==> config.mk <==
export PLATFORM = sky130hd
export DESIGN_NAME = branch_resolve_unit
export DESIGN_NICKNAME = d
export VERILOG_FILES = /design/src/rtl/branch_resolve_unit.sv
export SDC_FILE = /design/constraint.sdc
export NUM_CORES = 1
export LEC_CHECK = 0
export ABC_AREA = 1
export CORE_MARGIN = 3
export CORE_UTILIZATION = 30
export CTS_CLUSTER_DIAMETER = 120
export CTS_CLUSTER_SIZE = 16
export DETAILED_ROUTE_END_ITERATION = 8
export HOLD_SLACK_MARGIN = 0.12
export PLACE_DENSITY = 0.49
export SLEW_MARGIN = 40
export SYNTH_ARGS = -nofsm -noshare
export SYNTH_HDL_FRONTEND = slang
export SYNTH_SLANG_ARGS = --single-unit
==> constraint.sdc <==
create_clock -name clk -period 6.5 [get_ports clk]
set_clock_uncertainty 0.05 [all_clocks]
set_input_delay 1.95 -clock clk [delete_from_list [all_inputs] [get_ports clk]]
set_output_delay 1.95 -clock clk [all_outputs]
set_load 0.005 [all_outputs]
==> src/rtl/branch_resolve_unit.sv <==
// branch_resolve_unit
// Tracks in-flight conditional branches between fetch and execute. Fetch pushes
// {pc, predicted direction}; execute resolves the oldest entry in order. Each
// resolve trains the BHT one cycle later, and a mispredict raises a one-cycle
// flush with the corrected fetch PC and discards every younger (wrong-path) entry.
//
// Ports
//   clk, rst                          clock, synchronous active-high reset
//   if_branch/if_pc/if_pred_taken     push request from fetch
//   ex_resolve/ex_taken/ex_target     in-order resolve from execute
//   full                              queue holds DEPTH entries (from registered count)
//   bp_update/bp_taken/bp_pc          registered BHT training
//   flush/redirect_pc                 registered mispredict flush and corrected PC
//   branch_count/mispredict_count     saturating statistics
//   underflow_err                     sticky: resolve seen with an empty queue
module branch_resolve_unit #(
    parameter int unsigned DEPTH = 4
) (
    input  logic        clk,
    input  logic        rst,
    input  logic        if_branch,
    input  logic [31:0] if_pc,
    input  logic        if_pred_taken,
    input  logic        ex_resolve,
    input  logic        ex_taken,
    input  logic [31:0] ex_target,
    output logic        full,
    output logic        bp_update,
    output logic        bp_taken,
    output logic [31:0] bp_pc,
    output logic        flush,
    output logic [31:0] redirect_pc,
    output logic [31:0] branch_count,
    output logic [31:0] mispredict_count,
    output logic        underflow_err
);

    localparam int unsigned PW = (DEPTH > 1) ? $clog2(DEPTH) : 1;
    localparam int unsigned CW = PW + 1;

    logic [31:0]   pc_mem_q   [DEPTH];
    logic [31:0]   pc_mem_d   [DEPTH];
    logic [DEPTH-1:0] pred_mem_q, pred_mem_d;

    logic [PW-1:0] wr_ptr_q, wr_ptr_d;
    logic [PW-1:0] rd_ptr_q, rd_ptr_d;
    logic [CW-1:0] count_q, count_d;

    logic          bp_update_q, bp_update_d;
    logic          bp_taken_q, bp_taken_d;
    logic [31:0]   bp_pc_q, bp_pc_d;
    logic          flush_q, flush_d;
    logic [31:0]   redirect_pc_q, redirect_pc_d;
    logic [31:0]   branch_count_q, branch_count_d;
    logic [31:0]   mispredict_count_q, mispredict_count_d;
    logic          underflow_q, underflow_d;

    logic          empty;
    logic          valid_resolve;
    logic          mispredict;
    logic          push;
    logic [31:0]   head_pc;
    logic          head_pred;

    assign empty         = (count_q == '0);
    assign full          = (count_q == CW'(DEPTH));
    assign head_pc       = pc_mem_q[rd_ptr_q];
    assign head_pred     = pred_mem_q[rd_ptr_q];
    assign valid_resolve = ex_resolve && !empty;
    assign mispredict    = valid_resolve && (head_pred != ex_taken);
    // A mispredict makes any concurrent fetch wrong-path, so it is not queued.
    assign push          = if_branch && !full && !mispredict;

    always_comb begin
        pc_mem_d           = pc_mem_q;
        pred_mem_d         = pred_mem_q;
        wr_ptr_d           = wr_ptr_q;
        rd_ptr_d           = rd_ptr_q;
        count_d            = count_q;
        branch_count_d     = branch_count_q;
        mispredict_count_d = mispredict_count_q;
        underflow_d        = underflow_q | (ex_resolve & empty);

        if (push) begin
            pc_mem_d[wr_ptr_q]   = if_pc;
            pred_mem_d[wr_ptr_q] = if_pred_taken;
            wr_ptr_d             = wr_ptr_q + PW'(1);
        end

        if (mispredict) begin
            // Drop every entry: read pointer catches up with the write pointer.
            rd_ptr_d = wr_ptr_q;
            count_d  = '0;
        end else begin
            if (valid_resolve) begin
                rd_ptr_d = rd_ptr_q + PW'(1);
            end
            count_d = count_q + CW'(push) - CW'(valid_resolve);
        end

        if (valid_resolve && branch_count_q != 32'hFFFF_FFFF) begin
            branch_count_d = branch_count_q + 32'd1;
        end
        if (mispredict && mispredict_count_q != 32'hFFFF_FFFF) begin
            mispredict_count_d = mispredict_count_q + 32'd1;
        end

        bp_update_d   = valid_resolve;
        bp_taken_d    = valid_resolve & ex_taken;
        bp_pc_d       = valid_resolve ? head_pc : 32'd0;
        flush_d       = mispredict;
        redirect_pc_d = 32'd0;
        if (mispredict) begin
            redirect_pc_d = ex_taken ? ex_target : head_pc + 32'd4;
        end
    end

    // Entry storage needs no reset; the count decides what is valid.
    always_ff @(posedge clk) begin
        pc_mem_q   <= pc_mem_d;
        pred_mem_q <= pred_mem_d;
    end

    always_ff @(posedge clk) begin
        if (rst) begin
            wr_ptr_q           <= '0;
            rd_ptr_q           <= '0;
            count_q            <= '0;
            bp_update_q        <= 1'b0;
            bp_taken_q         <= 1'b0;
            bp_pc_q            <= 32'd0;
            flush_q            <= 1'b0;
            redirect_pc_q      <= 32'd0;
            branch_count_q     <= 32'd0;
            mispredict_count_q <= 32'd0;
            underflow_q        <= 1'b0;
        end else begin
            wr_ptr_q           <= wr_ptr_d;
            rd_ptr_q           <= rd_ptr_d;
            count_q            <= count_d;
            bp_update_q        <= bp_update_d;
            bp_taken_q         <= bp_taken_d;
            bp_pc_q            <= bp_pc_d;
            flush_q            <= flush_d;
            redirect_pc_q      <= redirect_pc_d;
            branch_count_q     <= branch_count_d;
            mispredict_count_q <= mispredict_count_d;
            underflow_q        <= underflow_d;
        end
    end

    assign bp_update        = bp_update_q;
    assign bp_taken         = bp_taken_q;
    assign bp_pc            = bp_pc_q;
    assign flush            = flush_q;
    assign redirect_pc      = redirect_pc_q;
    assign branch_count     = branch_count_q;
    assign mispredict_count = mispredict_count_q;
    assign underflow_err    = underflow_q;

endmodule

==> flow_metrics.tcl <==
set metrics [dict create \
    outcome "finished clean" \
    core_sq_mm 0.0421 \
    power.density_mw_per_mm2 318 \
    grt_pass1_vias 10500 \
    ys_seq_area_frac 0.524 \
    first_iter_violations 711 \
    yosysWarnings 0 \
    cap_violations 0 \
    multiInputGateArea_sq_mm 0.00537 \
    crit_required_ns 6.86 \
    final_nets 1884 \
    busiest_layer "met2" \
    clockPowerShare 0.236 \
    combPwrFrac 0.356 \
    synth_area_per_cell_sq_um 7.92 \
    use_met1 0.220 \
    synthCells 1626 \
    async_flop_share 0 \
    switching_share 0.378 \
    final_util 0.380 \
    clockBufferDepth 3 \
    wirelength_microns 37600 \
    synth-simple-area-share 0.309 \
    hold_violations 0 \
    die_y_microns 213 \
    timing.final.crit_share 0.647 \
    numClockSinks 271 \
    wire_per_inst_microns 15.9 \
    period_needed_ns 4.21 \
    area_growth_pct 24.3 \
    synth_top_cell_by_area "edfxtp_1" \
    ctsResizeCount 0 \
    dr.pass1.iters 5 \
    arrival_ns 4.57 \
    grt-ovfl-total 0 \
    dp_cells 2321 \
    antenna_found_initial 6 \
    fmax_mhz 238 \
    io_buffers 202 \
    synth_area_leaders "edfxtp_1 (31%), dfxtp_1 (22%), nand2_1 (17%)" \
    route.detailed.drc 0 \
    synth_mux_area_frac 0 \
    post-cts-setup-buffer-count 0 \
    fin_tns_setup_ns 0 \
    use_met3 0.0354 \
    htree_levels 1 \
    antenna_left 0 \
    synth-xor-area-share 0.0434 \
    p_seq_frac 0.409 \
    synthTopCellsByCount "nand2_1 (572), nor2_1 (213), dfxtp_1 (139), edfxtp_1 (132), inv_1 (116)" \
    instances_no_fill 2357 \
    clock_latency_ns 0.52 \
    ys.flop_type "dfxtp_1" \
    track_usage 0.163 \
    cts_made_buffers 20 \
    die_w_microns 213 \
    synth.distinct_cells 36 \
    critPathKind "primary input to flop" \
    critPathMaxFanout 15 \
    synth_seq_cells 271 \
    gp_congestion 0.882 \
    num_vias 10800 \
    intPower_mw 3.17 \
    hold_buffers 0 \
    drv_slew 0 \
    syn_nets 1706 \
    slew_headroom 0.449 \
    cp-end-kind "flop" \
    synth_area_sq_mm 0.0129 \
    startpoint_type "primary input" \
    worst_pin_slew_ns 0.827 \
    synth_compound_area_frac 0.0516 \
    initial_utilization 0.306 \
    num-fill-cells 4340 \
    met2_usage 0.267 \
    synth_top_area_frac 0.308 \
    drive_gt1_frac 0.0441 \
    p_leak_nw 6.16 \
    grt_pass1_wl_microns 58900 \
    ioPinCount 203 \
    post-dp-hpwl_microns 27100 \
    ir_worst_vdd_uv 244 \
    clk_pin_slew_worst_paths_ns 0.07 \
    synth_top_family_by_area "simple AND/OR/NAND/NOR gates" \
    routed_via_density 4.58 \
    post-synth-top-count-cell "nand2_1" \
    rsz0062_at_grt "no" \
    cts_tree "yes" \
    post_dp_cell_area_sq_mm 0.0154 \
    final_cell_area_sq_mm 0.0160 \
    setup_viol 0 \
    die_area_sq_mm 0.0454 \
    min_path_type "flop to flop" \
    grt_max_degree 81 \
    seqCellArea_sq_mm 0.00675 \
    synth_edf_count 132 \
    cts_root_buf "clkbuf_16" \
    synthAdderAreaFrac 0.0103 \
    p_switching_mw 1.93 \
    rows 75 \
]
==> registers in the layout, indices dropped and copies added, names as in the netlist <==
name,flops
mispredict_count,32
rd_ptr_q,2
pc_mem_q,128
flush,1
bp_taken,1
redirect_pc,32
underflow_err,1
bp_update,1
branch_count,32
count_q,3
bp_pc,32
pred_mem_q,4
wr_ptr_q,2
==> layout make-up <==
class                      count  area share
timing repair buffer         215       0.137
multi-input combinational   1175       0.335
clock buffer                  34      0.0359
tap                          539      0.0421
antenna                        2    0.000313
inverter                     121      0.0285
sequential                   271       0.422
==> power by group through the flow <==
stage	registers (mW)	logic [mW]	clock network, mW
floorplan	2.12	1.20	0
global placement	2.12	1.80	0
detailed placement	2.13	1.83	0
CTS	2.09	1.84	1.26
global route	2.11	2.06	1.32
finish	2.08	1.81	1.20
==> per-stage QoR <==
step / setup WS, ns / hold WS [ns] / power (mW)
final: 2.29 / 0.420 / 5.10
after global routing: 2.07 / 0.452 / 5.49
after CTS: 2.26 / 0.419 / 5.18
after detailed placement: 1.73 / 0.405 / 3.96
after global placement: 1.72 / 0.395 / 3.93
after floorplan: 2.16 / 0.397 / 3.31
==> metal layers <==
| layer | up-vias | share of wire |
|---|---|---|
| li1 | 5561 | - |
| met1 | 4929 | 0.47 |
| met2 | 249 | 0.45 |
| met3 | 55 | 0.062 |
| met4 | 8 | 0.021 |
| met5 | - | 0.0015 |
==> cell families (layout without fill, tap and decap cells) <==
logic type | count (synthesis) | count (layout)
DFF | 271 | 271
other | 0 | 2
AOI/OAI and AO/OA | 129 | 129
xor gates and xnor gates | 63 | 63
and+or+nand+nor | 973 | 973
buffers and inverters | 180 | 370
adders and majority gates | 10 | 10
==> critical path: stages <==
cell and delay (ns):
clkdlybuf4s50_1 0.46, buf_4 0.22, xor2_2 0.26, nor2_2 0.07
inv_1 0.07, nand2_1 0.29, ha_1 0.41, inv_1 0.04
ha_1 0.18, fa_1 0.37, xor2_1 0.16, nor2_1 0.06
==> cells in the final DEF (no fill, tap or decap), types with 21 or more instances in the layout <==
cell,count
a21oi_1,83
dfxtp_1,137
clkbuf_16,21
nor2_1,209
clkdlybuf4s50_1,201
xor2_1,44
inv_1,116
nand3_1,103
edfxtp_1,132
nor3_1,30
o21ai_0,35
nand2_1,571
==> final timing paths <==
| path | slack [ns] | start | endpoint | cells after the start |
|---|---|---|---|---|
| worst max-delay path | 2.29 | ex_taken | count_q[2] | 12 |
| worst min-delay path | 0.42 | underflow_err | underflow_err | 2 |
| worst max register to register | 3.14 | rd_ptr_q[0] | count_q[2] | 14 |
| worst min register to register | 0.42 | underflow_err | underflow_err | 2 |
Note: power is estimated with default switching activity, not from simulation.
